--- config.mk ---
export PLATFORM = sky130hd
export DESIGN_NAME = cs_stat_tx
export DESIGN_NICKNAME = d
export VERILOG_FILES = /design/src/rtl/cs_stat_tx.sv
export SDC_FILE = /design/constraint.sdc
export NUM_CORES = 1
export LEC_CHECK = 0
export ABC_AREA = 1
export CAP_MARGIN = 15
export CORE_AREA = 2 2 84 126
export DETAILED_ROUTE_END_ITERATION = 7
export DIE_AREA = 0 0 86 128
export PLACE_DENSITY = 0.72
export SLEW_MARGIN = 20
export SYNTH_ARGS = -nofsm -noshare
export SYNTH_HDL_FRONTEND = slang
export SYNTH_SLANG_ARGS = --single-unit
--- constraint.sdc ---
create_clock -name clk -period 2.5 [get_ports clk]
set_clock_uncertainty 0.15 [all_clocks]
set_input_delay 0.5 -clock clk [delete_from_list [all_inputs] [get_ports clk]]
set_output_delay 0.5 -clock clk [all_outputs]
set_load 0.02 [all_outputs]
--- src/rtl/cs_stat_tx.sv ---
// Status-reply packer: snapshots the device descriptor and length fields on a start
// handshake and writes a 12-byte status frame, with running checksum, into the TX FIFO.
module cs_stat_tx #(
  parameter logic [7:0] HEAD0 = 8'h55,
  parameter logic [7:0] HEAD1 = 8'hAA
) (
  input  logic        clk,
  input  logic        rst,
  input  logic        fs,
  output logic        fd,
  input  logic [7:0]  dev_info,
  input  logic [7:0]  dev_kind,
  input  logic [7:0]  dev_smpr,
  input  logic [7:0]  cmd_kdev,
  input  logic [11:0] eth_tx_len,
  input  logic [9:0]  adc_rx_len,
  input  logic        fifo_full,
  output logic [7:0]  fifo_txd,
  output logic        fifo_txen,
  output logic [7:0]  seq
);

  typedef enum logic [1:0] {StIdle, StLoad, StSend, StDone} state_e;

  localparam logic [3:0] LastIdx = 4'd11;

  state_e      state_q, state_d;
  logic [3:0]  idx_q, idx_d;
  logic [7:0]  csum_q, csum_d;
  logic [7:0]  seq_q, seq_d;
  logic        fd_q, fd_d;
  logic        txen_q, txen_d;
  logic [7:0]  txd_q, txd_d;

  // Frame fields captured in LOAD
  logic [7:0]  info_q, info_d;
  logic [7:0]  kind_q, kind_d;
  logic [7:0]  smpr_q, smpr_d;
  logic [7:0]  kdev_q, kdev_d;
  logic [11:0] eth_len_q, eth_len_d;
  logic [9:0]  adc_len_q, adc_len_d;
  logic [7:0]  seq_snap_q, seq_snap_d;

  logic [7:0]  cur_byte;
  logic        in_csum;

  always_comb begin
    cur_byte = 8'h00;
    case (idx_q)
      4'd0:    cur_byte = HEAD0;
      4'd1:    cur_byte = HEAD1;
      4'd2:    cur_byte = info_q;
      4'd3:    cur_byte = kind_q;
      4'd4:    cur_byte = smpr_q;
      4'd5:    cur_byte = kdev_q;
      4'd6:    cur_byte = {4'h0, eth_len_q[11:8]};
      4'd7:    cur_byte = eth_len_q[7:0];
      4'd8:    cur_byte = {6'h0, adc_len_q[9:8]};
      4'd9:    cur_byte = adc_len_q[7:0];
      4'd10:   cur_byte = seq_snap_q;
      4'd11:   cur_byte = csum_q;
      default: cur_byte = 8'h00;
    endcase
  end

  // Checksum covers payload bytes 2..10 only
  assign in_csum = (idx_q >= 4'd2) && (idx_q <= 4'd10);

  always_comb begin
    state_d    = state_q;
    idx_d      = idx_q;
    csum_d     = csum_q;
    seq_d      = seq_q;
    txen_d     = 1'b0;
    txd_d      = txd_q;
    info_d     = info_q;
    kind_d     = kind_q;
    smpr_d     = smpr_q;
    kdev_d     = kdev_q;
    eth_len_d  = eth_len_q;
    adc_len_d  = adc_len_q;
    seq_snap_d = seq_snap_q;
    // Done pulses once if fs is already low; otherwise held until fs drops
    fd_d       = (state_q == StDone) && (fs || !fd_q);

    case (state_q)
      StIdle: begin
        idx_d = 4'd0;
        if (fs) state_d = StLoad;
      end
      StLoad: begin
        info_d     = dev_info;
        kind_d     = dev_kind;
        smpr_d     = dev_smpr;
        kdev_d     = cmd_kdev;
        eth_len_d  = eth_tx_len;
        adc_len_d  = adc_rx_len;
        seq_snap_d = seq_q;
        csum_d     = 8'h00;
        idx_d      = 4'd0;
        state_d    = StSend;
      end
      StSend: begin
        if (!fifo_full) begin
          txen_d = 1'b1;
          txd_d  = cur_byte;
          if (in_csum) csum_d = csum_q + cur_byte;
          if (idx_q == LastIdx) begin
            idx_d   = 4'd0;
            seq_d   = seq_q + 8'd1;
            state_d = StDone;
          end else begin
            idx_d = idx_q + 4'd1;
          end
        end
      end
      StDone: begin
        if (!fs) state_d = StIdle;
      end
      default: state_d = StIdle;
    endcase
  end

  always_ff @(posedge clk or negedge rst) begin
    if (!rst) begin
      state_q    <= StIdle;
      idx_q      <= 4'd0;
      csum_q     <= 8'h00;
      seq_q      <= 8'h00;
      fd_q       <= 1'b0;
      txen_q     <= 1'b0;
      txd_q      <= 8'h00;
      info_q     <= 8'h00;
      kind_q     <= 8'h00;
      smpr_q     <= 8'h00;
      kdev_q     <= 8'h00;
      eth_len_q  <= 12'h000;
      adc_len_q  <= 10'h000;
      seq_snap_q <= 8'h00;
    end else begin
      state_q    <= state_d;
      idx_q      <= idx_d;
      csum_q     <= csum_d;
      seq_q      <= seq_d;
      fd_q       <= fd_d;
      txen_q     <= txen_d;
      txd_q      <= txd_d;
      info_q     <= info_d;
      kind_q     <= kind_d;
      smpr_q     <= smpr_d;
      kdev_q     <= kdev_d;
      eth_len_q  <= eth_len_d;
      adc_len_q  <= adc_len_d;
      seq_snap_q <= seq_snap_d;
    end
  end

  assign fd        = fd_q;
  assign fifo_txen = txen_q;
  assign fifo_txd  = txd_q;
  assign seq       = seq_q;

endmodule

==> flow_metrics.env, run 1 <==
export IMPL_hold_class="flop to flop"
export IMPL_ir_worst_vdd_v=0.000471
export IMPL_wl_per_cell_microns=16.1
export IMPL_grt_max_degree=50
export IMPL_ant_nets=0
export IMPL_dpl_hpwl_microns=9480
export IMPL_num_io_pins=76
export IMPL_whs_ns=0.320
export IMPL_cts_tree="done"
export IMPL_critPathMaxFanout=5
export IMPL_route_detailed_drc=0
export IMPL_grt_use_total=0.242
export IMPL_synth_commonest_cells="145 x nand2_1, 94 x dfrtp_1, 79 x inv_1"
export IMPL_first_pass_iters=5
export IMPL_rsz0062_at_grt="true"
export IMPL_powerDensity_mw_per_mm2=975
export IMPL_numCtsBuffers=9
export IMPL_critical_path_class="flop to flop"
export IMPL_dr_first_iter_drc_count=260
export IMPL_nets=758
export IMPL_synth_edff_count=0
export IMPL_netlist_top_cells_area="dfrtp_1 51%, nand2_1 12%, inv_1 6.4%"
export IMPL_core_sq_mm=0.00997
export IMPL_synth_top_area_cell="dfrtp_1"
export IMPL_ys_types=33
export IMPL_drive_above_1_share=0.218
export IMPL_synth_area_sq_mm=0.00463
export IMPL_finalWirelength_microns=12900
export IMPL_cp_start_kind="flop"
export IMPL_grt_ovfl_total=0
export IMPL_via_per_inst=5.32
export IMPL_start_util=0.465
export IMPL_slew_viol_final=0
export IMPL_outcome="finished with violations"
export IMPL_yosys_cell_count_top_type="nand2_1"
export IMPL_period_share=1.08
export IMPL_fillers=800
export IMPL_ys_seq_area_frac=0.508
export IMPL_violations="setup timing"
export IMPL_ys_warn_count=0
export IMPL_synth_ff_type="dfrtp_1"
export IMPL_crit_path_end_kind="flop"
export IMPL_ys_ff_latch=94
export IMPL_clock_sinks=94
export IMPL_multiInputGateArea_sq_mm=0.00224
export IMPL_yosysTopAreaCellShare=0.508
export IMPL_syn_area_per_cell_sq_um=8.47
export IMPL_die_area_sq_mm=0.0110
export IMPL_htree_levels=3
export IMPL_gp_congestion=0.914
export IMPL_power_leakage_nw=3.09
export IMPL_synth_nets=623
export IMPL_worstMarginPinSlew_ns=0.394
export IMPL_grt_pass1_vias=4281
export IMPL_crit_arrival_ns=2.78
export IMPL_setup_viol=6
export IMPL_die_h_microns=128
export IMPL_grt_first_pass_wirelength_microns=20600
export IMPL_setup_tns_ns=-0.777
export IMPL_dp_slack_ns=-0.326
export IMPL_cts_root_buf="clkbuf_16"
export IMPL_synthArstFlopShare=1.00
export IMPL_max_freq_ghz=0.371
export IMPL_vias=4281
export IMPL_finalHoldViolCount=0
export IMPL_power_mw=6.50
export IMPL_antenna_cells=0
export IMPL_clk_latency_ns=0.35
export IMPL_antenna_found_initial=0
export IMPL_netlist_instances=547
export IMPL_regArea_sq_mm=0.00236
export IMPL_rows=45
export IMPL_layout_min_cycle_time_ns=2.69
export IMPL_relSlewSlack=0.738
export IMPL_die_x_microns=86
export IMPL_setup_ws_ns=-0.194
export IMPL_final_util=0.668
export IMPL_area_growth_pct=43.8
export IMPL_critical_path_required_ns=2.58
export IMPL_numPortBuffers=75
export IMPL_cap_violations=0
export IMPL_clockBufferDepth=2
export IMPL_clk_pin_slew_ns=0.06
## layout make-up
class / instances / area share
tap: 117 / 0.0220
clock inverter: 5 / 0.00620
multi-input combinational: 353 / 0.337
inverter: 83 / 0.0483
timing repair buffer: 141 / 0.195
sequential: 94 / 0.354
clock buffer: 11 / 0.0379
## worst paths after layout
kind / from / to / slack [ns] / cells past startpoint
min in group asynchronous: rst / adc_len_q[0] / 0.39 / 2
hold / removal: fd / fd / 0.32 / 1
hold reg to reg: fd / fd / 0.32 / 1
setup reg to reg: idx_q[0] / csum_q[7] / -0.19 / 13
max in group asynchronous: rst / fifo_txd[2] / 1.16 / 3
setup / recovery: idx_q[0] / csum_q[7] / -0.19 / 13
## power breakdown
part | internal, mW | switching (mW)
Combinational | 1.14 | 1.65
Clock | 0.737 | 0.595
Sequential | 2.09 | 0.283
Total | 3.96 | 2.53
## sequential cells by signal (all words and copies together) (netlist names)
name        cells
smpr_q          8
eth_len_q      12
csum_q          8
fifo_txd        8
info_q          8
seq_snap_q      8
idx_q           4
kdev_q          8
kind_q          8
seq             8
state_q         2
adc_len_q      10
fd              1
fifo_txen       1
## timing repair
item                                    4_1_cts  5_1_grt
pin swaps                                    15       25
endpoints found under the hold margin        14        0
hold buffers                                  1        0
buffers inserted                              8        8
gates resized for setup                      40       26
endpoints found under the setup margin        6        6
## per-stage QoR
| stage | std cells | cell area [sq um] |
|---|---|---|
| 2_1_floorplan | 547 | 4690 |
| 3_3_place_gp | 771 | 5890 |
| 3_5_place_dp | 771 | 5890 |
| 4_1_cts | 796 | 6460 |
| 5_1_grt | 804 | 6660 |
| 6_report | 804 | 6660 |
## cells by family (layout without fill, tap and decap cells)
kind of cell             after synthesis  after routing  share of synthesized area
flip-flops                            94             94                      0.508
AO/OA/AOI/OAI                        113            113                      0.135
XOR/XNOR                               9              9                     0.0170
buffers and inverters                100            240                     0.0834
adder cells (fa/ha/maj)               18             18                     0.0502
AND/OR/NAND/NOR                      212            212                      0.204
multiplexers                           1              1                    0.00243
## layer usage
layer / share of wire / track usage / wire [microns] / vias up
li1: - / - / - / 2041
met3: 0.041 / 0.0431 / 529 / 38
met2: 0.53 / 0.430 / 6790 / 125
met5: 0 / 0 / 0 / -
met1: 0.39 / 0.276 / 5100 / 2077
met4: 0.039 / 0.118 / 507 / 0
## critical path, stage by stage, from the launching register on
cell     delay, ns
dfrtp_2       0.49
ha_4          0.25
buf_4         0.16
nand3_1       0.06
o21ai_0       0.09
a31oi_1       0.30
nand3_2       0.20
ha_4          0.27
a21oi_1       0.13
o21ai_1       0.09
a31oi_2       0.18
nand3_1       0.10
nand3_1       0.08
nand2_1       0.05
## placed cells by master (no fill, tap or decap), types with 2 or more instances in the layout
cell type,n
o21ai_0,57
inv_4,4
clkinvlp_4,2
clkbuf_8,2
a21oi_2,4
nor2_2,2
o22ai_4,2
clkbuf_16,9
buf_4,59
nand2_2,8
a21oi_1,6
buf_12,3
inv_6,2
inv_2,3
ha_1,7
xor2_1,5
nand3_2,5
nor3_2,4
o21ai_1,7
nor2_1,21
dfrtp_2,3
nand3_4,3
inv_1,76
ha_4,9
nor2_4,2
nor3_1,4
nand2_1,136
a31oi_1,3
nand2_8,2
nand4_1,7
xnor2_1,4
o22ai_2,4
clkdlybuf4s50_1,74
dfrtp_1,91
nor2_8,2
a31oi_2,2
nand3_1,12
o22ai_1,23
buf_6,4
Note: power is estimated with default switching activity, not from simulation.
==> inputs of run 2 (changes only) <==
--- a/config.mk
+++ b/config.mk
@@ -11,6 +11,7 @@
 export DETAILED_ROUTE_END_ITERATION = 7
 export DIE_AREA = 0 0 86 128
 export PLACE_DENSITY = 0.72
+export SKIP_CTS_REPAIR_TIMING = 1
 export SLEW_MARGIN = 20
 export SYNTH_ARGS = -nofsm -noshare
 export SYNTH_HDL_FRONTEND = slang
==> flow_metrics.env, run 2 (same netlist as run 1, synthesis figures left out) <==
export IMPL_top_layer_used="met4"
export IMPL_wl_met3_microns=537
export IMPL_dr_wl_met2_microns=6630
export IMPL_layout_commonest_cell="nand2_1"
export IMPL_min_from="fd"
export IMPL_vias=4172
export IMPL_die_x_microns=86
export IMPL_dr_first_iter_drc_count=302
export IMPL_top_regs="eth_len_q: 12 flops, adc_len_q: 10 flops"
export IMPL_outcome="finished with violations"
export IMPL_cp_start_kind="flop"
export IMPL_layout_min_cycle_time_ns=2.73
export IMPL_power_leakage_nw=3.04
export IMPL_violations="setup timing"
export IMPL_finalWirelength_microns=12600
export IMPL_drive_above_1_share=0.206
export IMPL_clk_latency_ns=0.35
export IMPL_grt_use_total=0.237
export IMPL_ir_worst_vdd_v=0.000477
export IMPL_ant_nets=0
export IMPL_max_freq_ghz=0.366
export IMPL_hold_class="flop to flop"
export IMPL_rsz0062_at_grt="true"
export IMPL_crit_path_end_kind="flop"
export IMPL_path_delay_family="adder cells"
export IMPL_nets=751
export IMPL_numPortBuffers=75
export IMPL_gp_congestion=0.914
export IMPL_die_area_sq_mm=0.0110
export IMPL_die_h_microns=128
export IMPL_clock_sinks=94
export IMPL_core_sq_mm=0.00997
export IMPL_clockBufferDepth=2
export IMPL_hold_path_endpoint="fd"
export IMPL_grt_max_degree=50
export IMPL_critPathMaxFanout=4
export IMPL_r2r_start="idx_q[1]"
export IMPL_power_mw=6.39
export IMPL_grt_first_pass_wirelength_microns=20100
export IMPL_worstMarginPinSlew_ns=0.392
export IMPL_htree_levels=3
export IMPL_crit_arrival_ns=2.81
export IMPL_switching_power_mw=2.48
export IMPL_cts_tree="done"
export IMPL_r2r_slack_ns=-0.23
export IMPL_reg2regPathDepth=15
export IMPL_rows=45
export IMPL_power_internal_mw=3.91
export IMPL_first_pass_iters=5
export IMPL_r2r_end="csum_q[6]"
export IMPL_area_growth_pct=41.1
export IMPL_top_register="eth_len_q"
export IMPL_route_detailed_drc=0
export IMPL_whs_ns=0.320
export IMPL_clock_power_share=0.209
export IMPL_critical_path_class="flop to flop"
export IMPL_antenna_cells=0
export IMPL_largest_reg_flops=12
export IMPL_switching_share=0.389
export IMPL_antenna_found_initial=0
export IMPL_seqPwrFrac=0.369
export IMPL_finalHoldViolCount=0
export IMPL_grt_ovfl_total=0
export IMPL_wl_per_cell_microns=15.8
export IMPL_setup_ws_ns=-0.231
export IMPL_met1_length_microns=5020
export IMPL_cp_startpoint="idx_q[1]"
export IMPL_p_comb_frac=0.422
export IMPL_num_io_pins=76
export IMPL_clk_pin_slew_ns=0.06
export IMPL_via_per_inst=5.23
export IMPL_worstPathCellList="ha_4 > buf_12 > nand2_8 > o22ai_4 > nor3_2 > nand3_2 > ha_4 > fa_2 > nand3_2 > nand2_2 > nand2_2 > nand2_2 > a21oi_2 > and2_1 > o21ai_1"
export IMPL_critical_path_required_ns=2.58
export IMPL_cpMaxStageDelayCell="dfrtp_2"
export IMPL_grt_pass1_vias=4161
export IMPL_powerDensity_mw_per_mm2=978
export IMPL_setup_viol=5
export IMPL_slew_viol_final=0
export IMPL_crit_path_frequent_cell="nand2_2"
export IMPL_cts_root_buf="clkbuf_16"
export IMPL_cpPeakStageDelay_ns=0.47
export IMPL_relSlewSlack=0.738
export IMPL_crit_buf_inv=1
export IMPL_dpl_hpwl_microns=9480
export IMPL_mostFrequentLayoutCells="137 x nand2_1, 91 x dfrtp_1, 76 x inv_1, 74 x clkdlybuf4s50_1, 57 x o21ai_0"
export IMPL_min_path_cells=1
export IMPL_start_util=0.465
export IMPL_cap_violations=0
export IMPL_period_share=1.09
export IMPL_numCtsBuffers=9
-- run 2: final cells by class --
class | instances | area [sq um]
tap | 117 | 146
inverter | 83 | 314
clock inverter | 5 | 41.3
multi-input combinational | 353 | 2190
sequential | 94 | 2360
clock buffer | 11 | 253
fill | 814 | 3430
timing repair buffer | 134 | 1230
-- run 2: how the worst max path moves through the flow --
stage,slack (ns),end,cells after the start
2_1_floorplan,-0.02,csum_q[6],15
3_3_place_gp,-0.29,csum_q[6],15
3_5_place_dp,-0.33,csum_q[6],14
4_1_cts,-0.35,csum_q[6],14
5_1_grt,-0.30,csum_q[6],15
6_report,-0.23,csum_q[6],15
-- run 2: stage by stage --
stage	std cells	cell area, sq um	setup TNS (ns)	setup slack [ns]	util
floorplan	547	4690	-0.0184	-0.0184	-
global placement	771	5890	-0.854	-0.285	0.591
detailed placement	771	5890	-1.13	-0.326	0.591
CTS	787	6180	-1.25	-0.353	0.620
global route	797	6540	-0.862	-0.304	0.656
finish	797	6540	-0.441	-0.231	0.656
-- run 2: power groups by stage --
stage / registers, mW / clock network (mW) / logic (mW)
after floorplan: 2.36 / 0 / 1.41
final: 2.36 / 1.33 / 2.70
after CTS: 2.34 / 1.35 / 2.45
after global routing: 2.41 / 1.42 / 3.00
after detailed placement: 2.36 / 0 / 2.43
after global placement: 2.35 / 0 / 2.38
-- run 2: per-layer routing --
layer / vias to the layer above / global-route usage
li1: 2032 / -
met1: 1986 / 0.273
met2: 119 / 0.422
met3: 35 / 0.0438
met4: 0 / 0.103
met5: - / 0
==> inputs of run 3 (changes only) <==
--- a/config.mk
+++ b/config.mk
@@ -7,10 +7,11 @@
 export LEC_CHECK = 0
 export ABC_AREA = 1
 export CAP_MARGIN = 15
-export CORE_AREA = 2 2 84 126
+export CORE_AREA = 2 2 82 123
+export CTS_BUF_LIST = sky130_fd_sc_hd__clkbuf_8
 export DETAILED_ROUTE_END_ITERATION = 7
-export DIE_AREA = 0 0 86 128
-export PLACE_DENSITY = 0.72
+export DIE_AREA = 0 0 84 125
+export PLACE_DENSITY = 0.75
 export SKIP_CTS_REPAIR_TIMING = 1
 export SLEW_MARGIN = 20
 export SYNTH_ARGS = -nofsm -noshare
==> flow_metrics.env, run 3 (same netlist as run 1, synthesis figures left out) <==
export IMPL_nets=758
export IMPL_violations="setup timing"
export IMPL_rows=44
export IMPL_cap_violations=0
export IMPL_path_delay_family="adder cells"
export IMPL_grt_first_pass_wirelength_microns=20300
export IMPL_grt_pass1_vias=4297
export IMPL_r2r_end="csum_q[6]"
export IMPL_drive_above_1_share=0.213
export IMPL_whs_ns=0.327
export IMPL_power_mw=6.01
export IMPL_dpl_cell_area_sq_mm=0.00595
export IMPL_top_layer_used="met4"
export IMPL_dpl_hpwl_microns=9780
export IMPL_fillers=808
export IMPL_r2r_slack_ns=-0.24
export IMPL_cts_root_buf="clkbuf_8"
export IMPL_die_area_sq_mm=0.0105
export IMPL_numPortBuffers=75
export IMPL_dr_wl_met2_microns=6770
export IMPL_area_growth_pct=39.2
export IMPL_instances_no_fill=802
export IMPL_via_per_inst=5.27
export IMPL_outcome="finished with violations"
export IMPL_dr_first_iter_drc_count=313
export IMPL_worstPathCellList="buf_6 > ha_4 > nand2_4 > o22ai_2 > a31oi_1 > nand3_1 > ha_2 > fa_2 > nand3_2 > nand2_2 > nand2_2 > nand2_2 > a21oi_2 > and2_1 > o21ai_1"
export IMPL_crit_path_end_kind="flop"
export IMPL_route_detailed_drc=0
export IMPL_endpoint="csum_q[6]"
export IMPL_wl_per_cell_microns=15.9
export IMPL_wl_met3_microns=500
export IMPL_clock_sinks=94
export IMPL_relSlewSlack=0.625
export IMPL_largest_reg_flops=12
export IMPL_ir_worst_vdd_v=0.000557
export IMPL_crit_path_frequent_cell="nand2_2"
export IMPL_vias=4229
export IMPL_r2r_start="idx_q[1]"
export IMPL_clk_latency_ns=0.37
export IMPL_grt_use_total=0.247
export IMPL_mostFrequentLayoutCells="138 x nand2_1, 92 x dfrtp_1, 76 x inv_1, 74 x clkdlybuf4s50_1, 59 x buf_4"
export IMPL_core_sq_mm=0.00952
export IMPL_cp_start_kind="flop"
export IMPL_numCtsBuffers=9
export IMPL_top_register="eth_len_q"
export IMPL_critPathMaxFanout=5
export IMPL_final_util=0.677
export IMPL_clockBufferDepth=2
export IMPL_finalHoldViolCount=0
export IMPL_powerDensity_mw_per_mm2=931
export IMPL_die_h_microns=125
export IMPL_period_share=1.10
export IMPL_cp_startpoint="idx_q[1]"
export IMPL_worstSetupPathDepth=15
export IMPL_cpMaxStageDelayCell="dfrtp_1"
export IMPL_max_freq_ghz=0.365
export IMPL_antenna_found_initial=0
export IMPL_rsz0062_at_grt="true"
export IMPL_die_x_microns=84
export IMPL_met1_length_microns=4940
export IMPL_antenna_cells=0
export IMPL_clk_pin_slew_ns=0.09
export IMPL_setup_ws_ns=-0.238
export IMPL_num_io_pins=76
export IMPL_hold_class="flop to flop"
export IMPL_grt_ovfl_total=0
export IMPL_setup_tns_ns=-0.708
export IMPL_critical_path_class="flop to flop"
export IMPL_power_leakage_nw=3.04
export IMPL_htree_levels=3
export IMPL_dp_cells=773
export IMPL_top_regs="eth_len_q: 12 flops, adc_len_q: 10 flops"
export IMPL_finalWirelength_microns=12800
export IMPL_grt_max_degree=49
export IMPL_cts_tree="done"
export IMPL_reg2regPathDepth=15
export IMPL_critical_path_required_ns=2.61
export IMPL_first_pass_iters=5
export IMPL_crit_buf_inv=1
export IMPL_start_util=0.486
export IMPL_ant_nets=0
export IMPL_layout_commonest_cell="nand2_1"
export IMPL_dp_slack_ns=-0.299
export IMPL_gp_congestion=0.911
export IMPL_design_area_sq_mm=0.00645
export IMPL_setup_viol=5
export IMPL_cpPeakStageDelay_ns=0.42
export IMPL_slew_viol_final=0
export IMPL_crit_arrival_ns=2.85
export IMPL_layout_min_cycle_time_ns=2.74
export IMPL_worstMarginPinSlew_ns=0.562
run 3: layer usage:
metal,track usage,up-vias
met5,0,-
met4,0.134,0
met3,0.0317,37
met2,0.439,125
met1,0.285,2026
li1,-,2041
run 3: how the worst min path moves through the flow:
stage               cells after the start          from            to  slack, ns
floorplan                               0           rst  adc_len_q[0]       0.05
global placement                        2  adc_len_q[7]  adc_len_q[7]       0.31
detailed placement                      2     info_q[1]     info_q[1]       0.32
CTS                                     1           rst   fifo_txd[5]      -0.02
global route                            1            fd            fd       0.36
finish                                  1            fd            fd       0.33
run 3: final cells by class:
| cell class | count | area (sq um) | area share |
|---|---|---|---|
| inverter | 83 | 312 | 0.0483 |
| multi-input combinational | 353 | 2150 | 0.334 |
| timing repair buffer | 141 | 1310 | 0.203 |
| tap | 115 | 144 | 0.0223 |
| clock buffer | 9 | 124 | 0.0192 |
| sequential | 94 | 2350 | 0.365 |
| clock inverter | 7 | 56.3 | 0.00873 |
run 3: power breakdown:
| group | leakage (nW) | internal, mW | switching [mW] |
|---|---|---|---|
| clock | 0.0963 | 0.377 | 0.565 |
| sequential | 1.19 | 2.08 | 0.260 |
| combinational | 1.75 | 1.11 | 1.61 |
